===== src/rtl/pixel_stream_reader.sv =====
`default_nettype none
// ============================================================================
//  Module   : pixel_stream_reader
//  Purpose  : Reads a complete frame out of the frame RAM, addresses
//             0..RAM_DEPTH-1. It emits the pixels as a gap-free stream with
//             enable and last markers. The RAM read latency is hidden by a
//             valid/last shift register that follows each issued address.
//             A one-cycle done pulse follows the final pixel.
//  Revision : 1.0 - initial release
// ----------------------------------------------------------------------------
//  Parameters
//    DATA_WIDTH  pixel width
//    RAM_DEPTH   pixels per frame (need not be a power of two)
//    ADDR_WIDTH  RAM address width
//    RD_LATENCY  RAM read latency in cycles, legal range 1..4
//  Ports
//    clk_i_reader       in   clock
//    rstn_i_reader      in   synchronous active-low reset
//    start_i_reader     in   start a frame scan (sampled in IDLE only)
//    ram_en_o_reader    out  RAM read enable
//    ram_addr_o_reader  out  RAM read address
//    ram_data_i_reader  in   RAM read data, RD_LATENCY cycles after address
//    data_o_reader      out  registered pixel (0 whenever en is low)
//    en_o_reader        out  pixel valid, contiguous for the whole frame
//    last_o_reader      out  marks the final pixel
//    busy_o_reader      out  scan in progress (ISSUE, DRAIN, DONE)
//    done_o_reader      out  one-cycle completion pulse
//  Build option
//    READER_PREAMBLE_EN  when defined, en is also raised for one cycle
//                        (data 0, last 0) directly before pixel 0
// ============================================================================
module pixel_stream_reader #(
  parameter int DATA_WIDTH = 8,
  parameter int RAM_DEPTH  = 76800,
  parameter int ADDR_WIDTH = $clog2(RAM_DEPTH),
  parameter int RD_LATENCY = 1
) (
  input  logic                  clk_i_reader,
  input  logic                  rstn_i_reader,
  input  logic                  start_i_reader,
  output logic                  ram_en_o_reader,
  output logic [ADDR_WIDTH-1:0] ram_addr_o_reader,
  input  logic [DATA_WIDTH-1:0] ram_data_i_reader,
  output logic [DATA_WIDTH-1:0] data_o_reader,
  output logic                  en_o_reader,
  output logic                  last_o_reader,
  output logic                  busy_o_reader,
  output logic                  done_o_reader
);

  typedef enum logic [1:0] {
    S_IDLE  = 2'd0,
    S_ISSUE = 2'd1,
    S_DRAIN = 2'd2,
    S_DONE  = 2'd3
  } state_t;

  // Full-width terminal address, so that non-power-of-two depths stop exactly.
  localparam logic [ADDR_WIDTH-1:0] LAST_ADDR = ADDR_WIDTH'(RAM_DEPTH - 1);

  state_t                  state_q, state_d;
  logic [ADDR_WIDTH-1:0]   addr_q, addr_d;
  logic                    ram_en_q, ram_en_d;

  // Stage i is high in the cycle i+1 after an address was issued, so the
  // top stage lines up with the RAM data for that address.
  logic [RD_LATENCY-1:0]   vld_q, vld_d;
  logic [RD_LATENCY-1:0]   lst_q, lst_d;

  logic [DATA_WIDTH-1:0]   data_q, data_d;
  logic                    en_q, en_d;
  logic                    last_q, last_d;

  logic                    addr_at_end;
  logic                    pipe_busy;
  logic                    start_accept;

  assign addr_at_end  = (addr_q == LAST_ADDR);
  assign pipe_busy    = |vld_q;
  assign start_accept = (state_q == S_IDLE) && start_i_reader;

  // --------------------------------------------------------------------------
  // Next-state logic and address counter
  // --------------------------------------------------------------------------
  always_comb begin
    state_d  = state_q;
    addr_d   = addr_q;
    ram_en_d = 1'b0;
    case (state_q)
      S_IDLE: begin
        if (start_i_reader) begin
          state_d  = S_ISSUE;
          addr_d   = '0;
          ram_en_d = 1'b1;
        end
      end
      S_ISSUE: begin
        // The terminal address is currently on the bus. Stop issuing and
        // hold the address.
        if (addr_at_end) begin
          state_d = S_DRAIN;
        end else begin
          addr_d   = addr_q + 1'b1;
          ram_en_d = 1'b1;
        end
      end
      S_DRAIN: begin
        // Once the pipeline is empty, the final pixel sits in the output
        // register this cycle, so done lands in the following cycle.
        if (!pipe_busy) begin
          state_d = S_DONE;
        end
      end
      S_DONE: begin
        state_d = S_IDLE;
      end
      default: begin
        state_d = S_IDLE;
      end
    endcase
  end

  // --------------------------------------------------------------------------
  // Read-latency compensation pipeline and output register
  // --------------------------------------------------------------------------
  always_comb begin
    vld_d    = '0;
    lst_d    = '0;
    vld_d[0] = ram_en_q;
    lst_d[0] = ram_en_q && addr_at_end;
    for (int i = 1; i < RD_LATENCY; i++) begin
      vld_d[i] = vld_q[i-1];
      lst_d[i] = lst_q[i-1];
    end
  end

`ifdef READER_PREAMBLE_EN
  // Marks the accepted start and travels RD_LATENCY stages. On exit it raises
  // en one cycle ahead of pixel 0.
  logic [RD_LATENCY-1:0] pre_q, pre_d;

  always_comb begin
    pre_d    = '0;
    pre_d[0] = start_accept;
    for (int i = 1; i < RD_LATENCY; i++) begin
      pre_d[i] = pre_q[i-1];
    end
  end

  always_ff @(posedge clk_i_reader) begin
    if (!rstn_i_reader) begin
      pre_q <= '0;
    end else begin
      pre_q <= pre_d;
    end
  end

  assign en_d = vld_q[RD_LATENCY-1] || pre_q[RD_LATENCY-1];
`else
  // Without the preamble, the accepted start has no use beyond the FSM.
  logic unused_start_accept;
  assign unused_start_accept = start_accept;

  assign en_d = vld_q[RD_LATENCY-1];
`endif

  // Data is forced to zero whenever no pixel is valid. This includes the
  // preamble cycle.
  assign data_d = vld_q[RD_LATENCY-1] ? ram_data_i_reader : '0;
  assign last_d = lst_q[RD_LATENCY-1];

  // --------------------------------------------------------------------------
  // Registers
  // --------------------------------------------------------------------------
  always_ff @(posedge clk_i_reader) begin
    if (!rstn_i_reader) begin
      state_q  <= S_IDLE;
      addr_q   <= '0;
      ram_en_q <= 1'b0;
      vld_q    <= '0;
      lst_q    <= '0;
      data_q   <= '0;
      en_q     <= 1'b0;
      last_q   <= 1'b0;
    end else begin
      state_q  <= state_d;
      addr_q   <= addr_d;
      ram_en_q <= ram_en_d;
      vld_q    <= vld_d;
      lst_q    <= lst_d;
      data_q   <= data_d;
      en_q     <= en_d;
      last_q   <= last_d;
    end
  end

  // --------------------------------------------------------------------------
  // Outputs
  // --------------------------------------------------------------------------
  assign ram_en_o_reader   = ram_en_q;
  assign ram_addr_o_reader = addr_q;
  assign data_o_reader     = data_q;
  assign en_o_reader       = en_q;
  assign last_o_reader     = last_q;
  assign busy_o_reader     = (state_q != S_IDLE);
  assign done_o_reader     = (state_q == S_DONE);

endmodule
`default_nettype wire


===== config.mk =====
export PLATFORM = sky130hd
export DESIGN_NAME = pixel_stream_reader
export DESIGN_NICKNAME = d
export VERILOG_FILES = /design/src/rtl/pixel_stream_reader.sv
export SDC_FILE = /design/constraint.sdc
export NUM_CORES = 1
export LEC_CHECK = 0
export ABC_AREA = 1
export CAP_MARGIN = 0
export CORE_MARGIN = 2
export CORE_UTILIZATION = 52
export DETAILED_ROUTE_END_ITERATION = 8
export DONT_BUFFER_PORTS = 1
export GPL_TIMING_DRIVEN = 0
export HOLD_SLACK_MARGIN = 0.02
export PLACE_DENSITY = 0.71
export SLEW_MARGIN = 20
export SYNTH_ARGS = -nofsm -noshare
export SYNTH_HDL_FRONTEND = slang
export SYNTH_SLANG_ARGS = --single-unit

===== constraint.sdc =====
create_clock -name clk_i_reader -period 1.94 [get_ports clk_i_reader]
set_input_delay 0.194 -clock clk_i_reader [delete_from_list [all_inputs] [get_ports clk_i_reader]]
set_output_delay 0.194 -clock clk_i_reader [all_outputs]
set_load 0.01 [all_outputs]

==> out/results.ini <==
[run_status]
outcome = complete, no violations

[sta]
max_freq_mhz = 558.1
final-setup-viol-count = 0
finalSetupTns_ns = 0
relSlewSlack = 0.6720
fin_crit_ns = 1.792
min_period_over_period = 0.9236
worstMarginPinSlew_ns = 0.4920
rsz0062_at_grt = no
final_max_slew_viol_count = 0
fin_skew_ns = 0.007484
hold_viol_final = 0
fin_ws_ns = 0.1482

[yosys]
synth_cell_types = 24
yosys-top-cells-count = nand2_1, nor2_1, inv_1, dfxtp_1, nand3_1
synth.most_common_cell = nand2_1
synth_adder_area_share = 0.03623
synth_top_family_by_area = simple AND/OR/NAND/NOR gates
ys.flop_type = dfxtp_1
avgSynthCellArea_um2 = 6.467
synth_edf_count = 0
synth-seq-cells = 32
synth_top_area_share = 0.3710
netlist_area_um2 = 1727
synth_mux_area_frac = 0
yosys_warnings = 0
post_synth_and_or_nand_nor_area_fraction = 0.4036
yosysTopAreaCell = dfxtp_1
syn-instance-count = 267
synth_compound_area_frac = 0.05797
synth_nets = 283
synth_area_leaders = dfxtp_1, nand2_1, nor2_1
synth-async-reset-ratio = 0
synth_xor_area_frac = 0.01522
yosysSeqAreaShare = 0.3710

[critical_path]
ff2ff_setup_slack_ns = 0.15
crit_path_end = ram_addr_o_reader[8]$_SDFFE_PN0P_
timing.rr.start = ram_addr_o_reader[0]$_SDFFE_PN0P_
critPathRequiredTime_ns = 2.20
startpoint_type = flip-flop
startpoint = ram_addr_o_reader[0]$_SDFFE_PN0P_
crit_type = reg2reg
path_max_fanout = 10
crit_path_frequent_cell = nand2_4
r2r-end = ram_addr_o_reader[8]$_SDFFE_PN0P_
cp_slowest_stage_delay_ns = 0.46
crit_slowest_cell = dfxtp_1
arrival_ns = 2.05
path_cells = ha_1, nand3_2, nor2_4, nand2_2, nand2_4, nand2_4, nand2_8, buf_12, nand2_1, a21oi_1
crit_path_end_kind = flip-flop
reg2reg_depth = 10

[cells_and_area]
fillers = 304
drive_above_1_share = 0.07746
final-seq-area_um2 = 640.6
n_antenna_cell = 0
fin_nets = 299
synthToLayoutAreaGrowth_pct = 13.12
multi_input_area_um2 = 885.9

[pwr]
ir_drop_mv = 0.8665
power.density_nw_per_um2 = 1176
p_clk_frac = 0.218
p_sw_frac = 0.4101
seqPwrFrac = 0.372
netSwitchingPower_mw = 0.9419
p_comb_frac = 0.410
cell_internal_pwr_mw = 1.355
leakage_nw = 0.9039

[clocking]
cts_setup_buffers = 0
htree_levels = 2
clock_path_buffers = 2
clk_latency_ns = 0.33
cts_root_buffer = clkbuf_4
path_clk_slew_ns = 0.10
cts_sinks = 32
cts_tree = done
cts_made_buffers = 5

[grt]
grt-ovfl-total = 0
grt_first_pass_wirelength_um = 6292
grt_max_degree = 12
grt_antenna_before_repair = 0
grt_pass1_vias = 1416
grtUsageTotal = 0.2245

[place]
io_buffers = 0
dp_hpwl_um = 2736
dp_slack_ns = 0.01981
gp_congestion = 0.8730

[drt]
dr_total_vias = 1630
via_per_inst = 4.970
antenna_left = 0
drt_iter0_drc = 100
routed_wl_um = 3829
drc = 0
wl_per_cell_um = 11.67
drtPass1Iterations = 4

[die]
io-pin-count = 41
die_area_um2 = 3798
core_um2 = 3103
die_h_um = 61.63
fp-row-count = 20
initial_utilization = 0.5565
die_w_um = 61.63

[hold_path]
holdCritPathClass = in2reg

[job]
drv_cap = 0

## final cells by class
| type | count | share of cell area |
|---|---|---|
| inverter | 41 | 0.07880 |
| buffer | 6 | 0.02434 |
| clock buffer | 5 | 0.01922 |
| multi-input combinational | 188 | 0.4536 |
| tap | 44 | 0.02819 |
| sequential | 32 | 0.3280 |
| timing repair buffer | 9 | 0.04612 |
| clock inverter | 3 | 0.02178 |
## per-layer routing
layer  GRT usage  up-vias  share of wire
li1            -      857              -
met1      0.2868      718           0.46
met2      0.3624       49           0.47
met3     0.07353        6          0.060
met4     0.06383        0          0.011
met5           0        -              0
## power groups by stage
stage	Clock, mW	Combinational (mW)	Sequential [mW]
2_1_floorplan	0	0.752	0.850
3_3_place_gp	0	0.908	0.868
3_5_place_dp	0	0.917	0.872
4_1_cts	0.520	0.940	0.856
5_1_grt	0.544	1.08	0.871
6_report	0.500	0.943	0.854
## worst min-delay path by stage
stage / cells past startpoint / slack (ns) / to / startpoint
6_report: 3 / 0.22 / state_q[0]$_SDFFE_PN0P_ / rstn_i_reader
5_1_grt: 3 / 0.21 / state_q[0]$_SDFFE_PN0P_ / rstn_i_reader
4_1_cts: 3 / 0.21 / state_q[0]$_SDFFE_PN0P_ / rstn_i_reader
3_5_place_dp: 2 / 0.31 / data_o_reader[4]$_SDFF_PN0_ / ram_data_i_reader[4]
3_3_place_gp: 2 / 0.31 / data_o_reader[3]$_SDFF_PN0_ / ram_data_i_reader[3]
2_1_floorplan: 2 / 0.31 / data_o_reader[0]$_SDFF_PN0_ / ram_data_i_reader[0]
## worst max-delay path: cells and delay by family, from the launching register on
family                   cells  cell delay (ns)
AO/OA/AOI/OAI                1             0.11
adder cells (fa/ha/maj)      1             0.24
buffers and inverters        1             0.14
flip-flops                   1             0.46
AND/OR/NAND/NOR              7             0.78
## timing repair
item                                    4_1_cts  5_1_grt
hold buffers                                  9        0
hold endpoints to repair                      9        0
endpoints found under the setup margin        2        1
resized for setup                             1        1
## cells in the final DEF, fill, tap and decap left out, types with 2 or more instances in the layout
cell,Yosys,final
clkbuf_1,4,3
inv_2,1,2
nand4_1,7,7
nand3_1,14,14
nand2_4,2,2
dlygate4sd3_1,0,9
nor2_1,54,54
xnor2_1,2,2
ha_1,5,5
nand2_2,3,3
dfxtp_1,32,32
a21oi_1,12,12
inv_1,39,38
nor3_1,3,3
o21ai_0,8,8
nand2_1,72,72
clkbuf_4,0,5
## metrics by stage
step	utilization	total power, mW	std cells	hold slack (ns)	cell area [um2]
floorplan	-	1.602	267	0.3062	1727
global placement	0.5742	1.776	311	0.3080	1782
detailed placement	0.5742	1.788	311	0.3132	1782
CTS	0.6294	2.317	328	0.2052	1953
global route	0.6294	2.491	328	0.2120	1953
finish	0.6294	2.297	328	0.2240	1953
## flip-flops by register name, summed over array words and instances, names as in the netlist
name / count
last_o_reader: 1
en_d: 1
data_o_reader: 8
en_o_reader: 1
last_d: 1
state_q: 2
ram_en_o_reader: 1
ram_addr_o_reader: 17
## kinds of logic after synthesis
family          after synthesis
flops                        32
compound gates               20
buf+inv                      47
xor+xnor                      3
fa+ha+maj                     5
simple gates                160
Power figures use the tool's default switching activity.
